**config.mk**
```make
export PLATFORM = sky130hd
export DESIGN_NAME = frame_buffer_tile_writer
export DESIGN_NICKNAME = d
export VERILOG_FILES = /design/src/rtl/frame_buffer_tile_writer.sv
export SDC_FILE = /design/constraint.sdc
export NUM_CORES = 1
export LEC_CHECK = 0
export ABC_CLOCK_PERIOD_IN_PS = 5700
export BUFFER_PORTS_ARGS = -buffer_cell sky130_fd_sc_hd__buf_2
export CAP_MARGIN = 20
export CORE_MARGIN = 1.5
export CORE_UTILIZATION = 55
export CTS_CLUSTER_SIZE = 14
export DETAILED_ROUTE_END_ITERATION = 16
export PLACE_DENSITY = 0.75
export SLEW_MARGIN = 10
export SYNTH_ARGS = -nofsm -noshare
export SYNTH_HDL_FRONTEND = slang
export SYNTH_SLANG_ARGS = --single-unit
```
**constraint.sdc**
```tcl
create_clock -name clk_W -period 5.7 [get_ports clk_W]
set_input_delay 0.285 -clock clk_W [delete_from_list [all_inputs] [get_ports clk_W]]
set_output_delay 0.285 -clock clk_W [all_outputs]
set_load 0.005 [all_outputs]
```
**src/rtl/frame_buffer_tile_writer.sv**
```systemverilog
// rtl/frame_buffer_tile_writer.sv - maze tile / full-screen clear write sequencer for the 270x270 4-bit frame buffer
// Optional feature macro: FB_TILE_BORDER_EN (paint a 1-pixel grid line in BORDER_COLOR on each tile's top/left edge)

module frame_buffer_tile_writer_fifo #(
  parameter int W     = 12,
  parameter int DEPTH = 4
) (
  input  logic         clk_i,
  input  logic         rst_ni,
  input  logic         push_i,
  input  logic [W-1:0] data_i,
  input  logic         pop_i,
  output logic [W-1:0] data_o,
  output logic         full_o,
  output logic         empty_o
);

  localparam int AW = $clog2(DEPTH);
  localparam logic [AW:0] PTR_ONE = (AW+1)'(1);

  logic [W-1:0] mem_q [DEPTH];
  logic [AW:0]  wr_ptr_q;
  logic [AW:0]  rd_ptr_q;

  // Entry storage; occupancy is tracked by the pointers so the array needs no reset.
  always_ff @(posedge clk_i) begin
    if (push_i) begin
      mem_q[wr_ptr_q[AW-1:0]] <= data_i;
    end
  end

  // Read/write pointers carry an extra wrap bit to tell full from empty.
  always_ff @(posedge clk_i or negedge rst_ni) begin
    if (!rst_ni) begin
      wr_ptr_q <= '0;
      rd_ptr_q <= '0;
    end else begin
      if (push_i) wr_ptr_q <= wr_ptr_q + PTR_ONE;
      if (pop_i)  rd_ptr_q <= rd_ptr_q + PTR_ONE;
    end
  end

  assign data_o  = mem_q[rd_ptr_q[AW-1:0]];
  assign empty_o = (wr_ptr_q == rd_ptr_q);
  assign full_o  = (wr_ptr_q[AW] != rd_ptr_q[AW]) && (wr_ptr_q[AW-1:0] == rd_ptr_q[AW-1:0]);

endmodule

module frame_buffer_tile_writer #(
  parameter int         GRID_DIM     = 9,
  parameter int         TILE_PX      = 30,
  parameter int         SCREEN_WIDTH = 270,
  parameter int         ADDR_W       = 17,
  parameter int         FIFO_DEPTH   = 4,
  parameter logic [3:0] BORDER_COLOR = 4'h0
) (
  input  logic              clk_W,
  input  logic              reset_n,
  input  logic              cell_valid,
  output logic              cell_ready,
  input  logic [3:0]        cell_x,
  input  logic [3:0]        cell_y,
  input  logic [3:0]        cell_color,
  input  logic              clear_req,
  input  logic [3:0]        clear_color,
  output logic              busy,
  output logic              err_oob,
  output logic [ADDR_W-1:0] w_addr,
  output logic              w_en,
  output logic [3:0]        input_data
);

  localparam int PW = $clog2(TILE_PX);
  localparam logic [PW-1:0]     PX_LAST     = PW'(TILE_PX - 1);
  localparam logic [PW-1:0]     PX_ONE      = PW'(1);
  localparam logic [ADDR_W-1:0] ADDR_ONE    = ADDR_W'(1);
  localparam logic [ADDR_W-1:0] LAST_ADDR   = ADDR_W'(SCREEN_WIDTH * SCREEN_WIDTH - 1);
  localparam logic [ADDR_W-1:0] ROW_STEP    = ADDR_W'(SCREEN_WIDTH - TILE_PX + 1);
  localparam logic [ADDR_W-1:0] CELL_ROW_SZ = ADDR_W'(TILE_PX * SCREEN_WIDTH);
  localparam logic [ADDR_W-1:0] CELL_COL_SZ = ADDR_W'(TILE_PX);
  localparam logic [3:0]        GRID_LIM    = 4'(GRID_DIM);

  typedef enum logic [1:0] {
    ST_IDLE,
    ST_CLEAR,
    ST_TILE
  } state_e;

  state_e            state_q, state_d;
  logic              w_en_q, w_en_d;
  logic [ADDR_W-1:0] w_addr_q, w_addr_d;
  logic [3:0]        data_q, data_d;
  logic [3:0]        col_q, col_d;
  logic [PW-1:0]     px_q, px_d;
  logic [PW-1:0]     py_q, py_d;
  logic              clr_pend_q, clr_pend_d;
  logic [3:0]        clr_col_q, clr_col_d;
  logic              err_oob_q, err_oob_d;

  logic              req_oob;
  logic              fifo_push;
  logic              fifo_pop;
  logic              fifo_full;
  logic              fifo_empty;
  logic [11:0]       fifo_rdata;
  logic [3:0]        q_x;
  logic [3:0]        q_y;
  logic [3:0]        q_color;
  logic              clr_take;
  logic [ADDR_W-1:0] tile_base;
  logic [3:0]        entry_data;
  logic [3:0]        row_start_data;
  logic [3:0]        in_row_data;

  assign req_oob   = (cell_x >= GRID_LIM) || (cell_y >= GRID_LIM);
  assign fifo_push = cell_valid && cell_ready && !req_oob;

  frame_buffer_tile_writer_fifo #(
    .W     (12),
    .DEPTH (FIFO_DEPTH)
  ) u_cell_fifo (
    .clk_i   (clk_W),
    .rst_ni  (reset_n),
    .push_i  (fifo_push),
    .data_i  ({cell_x, cell_y, cell_color}),
    .pop_i   (fifo_pop),
    .data_o  (fifo_rdata),
    .full_o  (fifo_full),
    .empty_o (fifo_empty)
  );

  assign q_x     = fifo_rdata[11:8];
  assign q_y     = fifo_rdata[7:4];
  assign q_color = fifo_rdata[3:0];

  // Top-left pixel of the cell; one multiply per tile, pixels then step incrementally.
  assign tile_base = ADDR_W'(q_y) * CELL_ROW_SZ + ADDR_W'(q_x) * CELL_COL_SZ;

  // Colour for the tile's first pixel, the first pixel of each new row, and the next pixel in the current row.
  always_comb begin
`ifdef FB_TILE_BORDER_EN
    entry_data     = BORDER_COLOR;
    row_start_data = BORDER_COLOR;
    in_row_data    = (py_q == '0) ? BORDER_COLOR : col_q;
`else
    entry_data     = q_color;
    row_start_data = col_q;
    in_row_data    = col_q;
`endif
  end

`ifndef FB_TILE_BORDER_EN
  logic unused_border;
  assign unused_border = ^BORDER_COLOR;
`endif

  // Sequencer: picks the next operation in IDLE and walks the pixel addresses of a clear or tile.
  always_comb begin
    state_d  = state_q;
    w_en_d   = w_en_q;
    w_addr_d = w_addr_q;
    data_d   = data_q;
    col_d    = col_q;
    px_d     = px_q;
    py_d     = py_q;
    fifo_pop = 1'b0;
    clr_take = 1'b0;
    case (state_q)
      ST_IDLE: begin
        w_en_d = 1'b0;
        if (clr_pend_q) begin
          clr_take = 1'b1;
          state_d  = ST_CLEAR;
          w_en_d   = 1'b1;
          w_addr_d = '0;
          col_d    = clr_col_q;
          data_d   = clr_col_q;
        end else if (!fifo_empty) begin
          fifo_pop = 1'b1;
          state_d  = ST_TILE;
          w_en_d   = 1'b1;
          w_addr_d = tile_base;
          col_d    = q_color;
          data_d   = entry_data;
          px_d     = '0;
          py_d     = '0;
        end
      end
      ST_CLEAR: begin
        if (w_addr_q == LAST_ADDR) begin
          state_d = ST_IDLE;
          w_en_d  = 1'b0;
        end else begin
          w_addr_d = w_addr_q + ADDR_ONE;
        end
      end
      ST_TILE: begin
        if (px_q == PX_LAST) begin
          if (py_q == PX_LAST) begin
            state_d = ST_IDLE;
            w_en_d  = 1'b0;
          end else begin
            px_d     = '0;
            py_d     = py_q + PX_ONE;
            w_addr_d = w_addr_q + ROW_STEP;
            data_d   = row_start_data;
          end
        end else begin
          px_d     = px_q + PX_ONE;
          w_addr_d = w_addr_q + ADDR_ONE;
          data_d   = in_row_data;
        end
      end
      default: begin
        state_d = ST_IDLE;
        w_en_d  = 1'b0;
      end
    endcase
  end

  // Clear requests are sticky until IDLE takes them; a newer request replaces the colour.
  always_comb begin
    clr_pend_d = clear_req | (clr_pend_q & ~clr_take);
    clr_col_d  = clear_req ? clear_color : clr_col_q;
    err_oob_d  = cell_valid && cell_ready && req_oob;
  end

  // State and output registers; reset aborts any operation in progress at once.
  always_ff @(posedge clk_W or negedge reset_n) begin
    if (!reset_n) begin
      state_q    <= ST_IDLE;
      w_en_q     <= 1'b0;
      w_addr_q   <= '0;
      data_q     <= '0;
      col_q      <= '0;
      px_q       <= '0;
      py_q       <= '0;
      clr_pend_q <= 1'b0;
      clr_col_q  <= '0;
      err_oob_q  <= 1'b0;
    end else begin
      state_q    <= state_d;
      w_en_q     <= w_en_d;
      w_addr_q   <= w_addr_d;
      data_q     <= data_d;
      col_q      <= col_d;
      px_q       <= px_d;
      py_q       <= py_d;
      clr_pend_q <= clr_pend_d;
      clr_col_q  <= clr_col_d;
      err_oob_q  <= err_oob_d;
    end
  end

  assign cell_ready = !fifo_full;
  assign busy       = (state_q != ST_IDLE) || !fifo_empty || clr_pend_q;
  assign err_oob    = err_oob_q;
  assign w_en       = w_en_q;
  assign w_addr     = w_addr_q;
  assign input_data = data_q;

endmodule

```
==> summary.md <==
| Metric | Value |
|---|---|
| Total core area | `11000 um^2` |
| DR pass1 iterations | `7` |
| Pin count of the biggest net entering global routing | `51` |
| Antenna cells | `0` |
| Library cell with the highest instance count after synthesis | `nand2_1` |
| I/O pin total | `45` |
| Slew at the pin closest to its max-slew limit | `0.880 ns` |
| Clk_lat worst skew | `0.35 ns` |
| CTS max path bufs | `2` |
| Slowest CP cell | `dfrtp_1` |
| Cells after synthesis | `603` |
| Num CTS Buffers | `9` |
| Share of layout cells above drive strength 1 | `13.4%` |
| Clk_skew | `roughly 0.0056 ns` |
| GRT Residual Overflow | `0` |
| Total Wirelength | `14000 um` |
| DIE WIDTH | `110 um` |
| Most used DFF post-synth | `dfrtp_1` |
| Ranking of synthesized cells by area | `edfxtp_1, dfrtp_1, ha_1` |
| Post-synth top cells | `nand2_1, dfrtp_1, ha_1` |
| Vias in the first global route | `4594` |
| Layout fillers | `890` |
| Finish-stage setup viols | `0` |
| First DRT Iteration DRCs | `roughly 400` |
| Initial antenna violation count | `0` |
| Worst hold path type | `in -> async` |
| Die area | `12100 um^2` |
| Slowest stage delay, CP | `between 0.6 and 0.7 ns` |
| Max-slew violation count | `0` |
| Worst Setup Path Type | `reg -> reg` |
| Hold Buf Count CTS | `0` |
| Period utilization | `between 80% and 90%` |
| Max FO, Critical Path | `9` |
| CP required | `approximately 6 ns` |
| # Max-Cap Violations | `0` |
| Cell taking the most area after synthesis | `edfxtp_1` |
| Post-synth EDFFs | `48` |
| Ys async rst share | `51.0%` |
| CTS root buffer | `clkbuf_16` |
| CP endpoint kind | `register` |
| Critical Path Source Type | `register` |
| Synthesized Nets | `685` |
| Final Wtd Congestion | `0.921` |
| Synthesis Warnings | `0` |
| RSZ-0062 raised after global routing | `false` |
| Total number of vias | `between 4000 and 5000` |
| Post-synthesis sequential area ratio | `42.8%` |
| H-tree lvl count | `3` |
| TritonCTS clock tree | `done` |
| CTS sink count | `98` |
| Hold Fails Final Rpt | `0` |
| DP Worst Slack | `0.525 ns` |
| Synthesized flop and latch total | `approximately 100` |
| Synthesized cell area | `6300 um^2` |
| DRC Markers | `0` |
| Status | `finished, final reports clean` |
| Flop-to-flop setup slack | `~0.62 ns` |
| Reg2reg end | `w_addr[14]` |
| Reg-to-reg critical path startpoint | `u_cell_fifo.rd_ptr_q[0]` |
| Final worst setup slack | `0.620 ns` |
| GRT Total Usage | `24.8%` |
| ANT nets after route | `0` |
| Headroom to the max-slew limit | `41.3%` |
| CTS resizes | `0` |
| Initial Utilization | `57.3%` |
| Area growth from synthesis to layout | `9.94%` |
| Synth top area share | `22.9%` |
| Crit path cell chain | `mux4_2, fa_1, fa_1, ha_1, a21o_1, a21oi_1, xnor2_1, ha_1, o21a_1, a21boi_0, o211ai_1, nand2_1, nand4_1, xor2_1, a311oi_1, a21oi_1` |
| FF-to-FF path depth | `16` |
| # nets final | `725` |
| Worst-path clk slew | `0.07 ns` |
| Die height | `110 um` |
| I/O Buffers | `44` |
| Post-layout min period | `between 5 and 6 ns` |
| Cell variety after synth | `66` |
| WP data arrival | `5.31 ns` |
| Fmax | `a little under 200 MHz` |
| Std-Cell Rows | `38` |
| Hpwl dp | `10300 um` |
| Vias per inst | `6.08` |
| First-pass GRT wire length | `22700 um` |
| Wirelength per Cell | `17.8 um` |
| Postcts setup bufs | `0` |
| Average size of a mapped cell | `10.4 um^2` |
| Setup TNS | `0 ns` |
[layer usage]
| layer | GRT usage, % | wire length [um] | vias up |
|---|---|---|---|
| li1 | - | - | 2295 |
| met1 | 33.0 | 6140 | 2308 |
| met2 | 41.3 | 6840 | 165 |
| met3 | 4.47 | 744 | 20 |
| met4 | 8.07 | 289 | 0 |
| met5 | 0 | 0 | - |
[logic make-up (layout without fill, tap and decap cells)]
logic type | Yosys count | count (layout) | share of synthesized area (%)
AND/OR/NAND/NOR | 180 | 180 | 14.1
XOR/XNOR | 34 | 34 | 4.73
flip-flops | 98 | 98 | 42.8
AO/OA/AOI/OAI | 148 | 148 | 15.0
buffers and inverters | 59 | 104 | 3.66
multiplexers | 22 | 22 | 5.98
adder cells (fa/ha/maj) | 62 | 62 | 13.8
[worst max path at each step]
stage,end,start,slack [ns]
final,w_addr[14],u_cell_fifo.rd_ptr_q[0],0.62
after detailed placement,w_addr[14],u_cell_fifo.rd_ptr_q[0],0.53
after floorplan,w_addr[13],u_cell_fifo.rd_ptr_q[0],0.66
after global routing,w_addr[13],u_cell_fifo.rd_ptr_q[0],0.23
after CTS,w_addr[14],u_cell_fifo.rd_ptr_q[0],0.51
after global placement,w_addr[13],u_cell_fifo.rd_ptr_q[0],0.78
[state kept, by name, summed over array words and instances (netlist names), 4 cells and up]
name and count:
u_cell_fifo.mem_q 48, w_addr 17, px_q 5, py_q 5
clr_col_q 4, col_q 4, input_data 4
[cell usage in the layout, fill, tap and decap left out, types with 3 or more instances in the layout]
master and instances:
mux4_2 12, edfxtp_1 48, o31ai_1 4, clkbuf_16 9, ha_1 50, nand3_1 16, a31oi_1 6, nor2_1 44
a21oi_1 32, nor3_1 12, o21ai_1 3, inv_1 40, buf_2 44, nand4_1 7, xor2_1 13, nand2b_1 6
a311oi_1 4, and2_1 11, a21o_1 4, and3_1 9, a22oi_1 5, and4_1 3, a32oi_1 3, dfrtp_1 50
o21ai_0 48, mux2_2 5, o22ai_1 5, or3_1 3, o21a_1 3, mux2i_1 5, nand2_1 55, fa_1 12
xnor2_1 21, a211oi_1 5
[area by class of cell]
type                            instances  area (um^2)  area share [%]
Clock inverter                          7         51.3           0.741
Timing Repair Buffer                   47          250            3.62
Clock buffer                            9          225            3.25
Multi-Input combinational cell        446         3370            48.7
Inverter                               41          154            2.22
Sequential cell                        98         2690            38.9
Tap cell                              140          175            2.53
[critical path, delay by kind of cell (launching register included)]
family | cells | cell delay, ns
AO/OA/AOI/OAI | 7 | 1.40
flip-flops | 1 | 0.68
multiplexers | 1 | 0.66
XOR/XNOR | 2 | 0.29
AND/OR/NAND/NOR | 2 | 0.27
adder cells (fa/ha/maj) | 4 | 1.65
[stage by stage]
step	cells	hold slack (ns)	utilization [%]	cell area, um^2
2_1_floorplan	603	-0.0106	-	6300
6_report	788	0.0286	63.0	6920
4_1_cts	787	0.0704	62.9	6910
3_5_place_dp	771	0.443	60.4	6630
5_1_grt	788	0.0927	63.0	6920
3_3_place_gp	771	0.438	60.4	6630
Power is not shown: default switching activity piles up to over one toggle a cycle in this logic, so the estimate is an artifact.
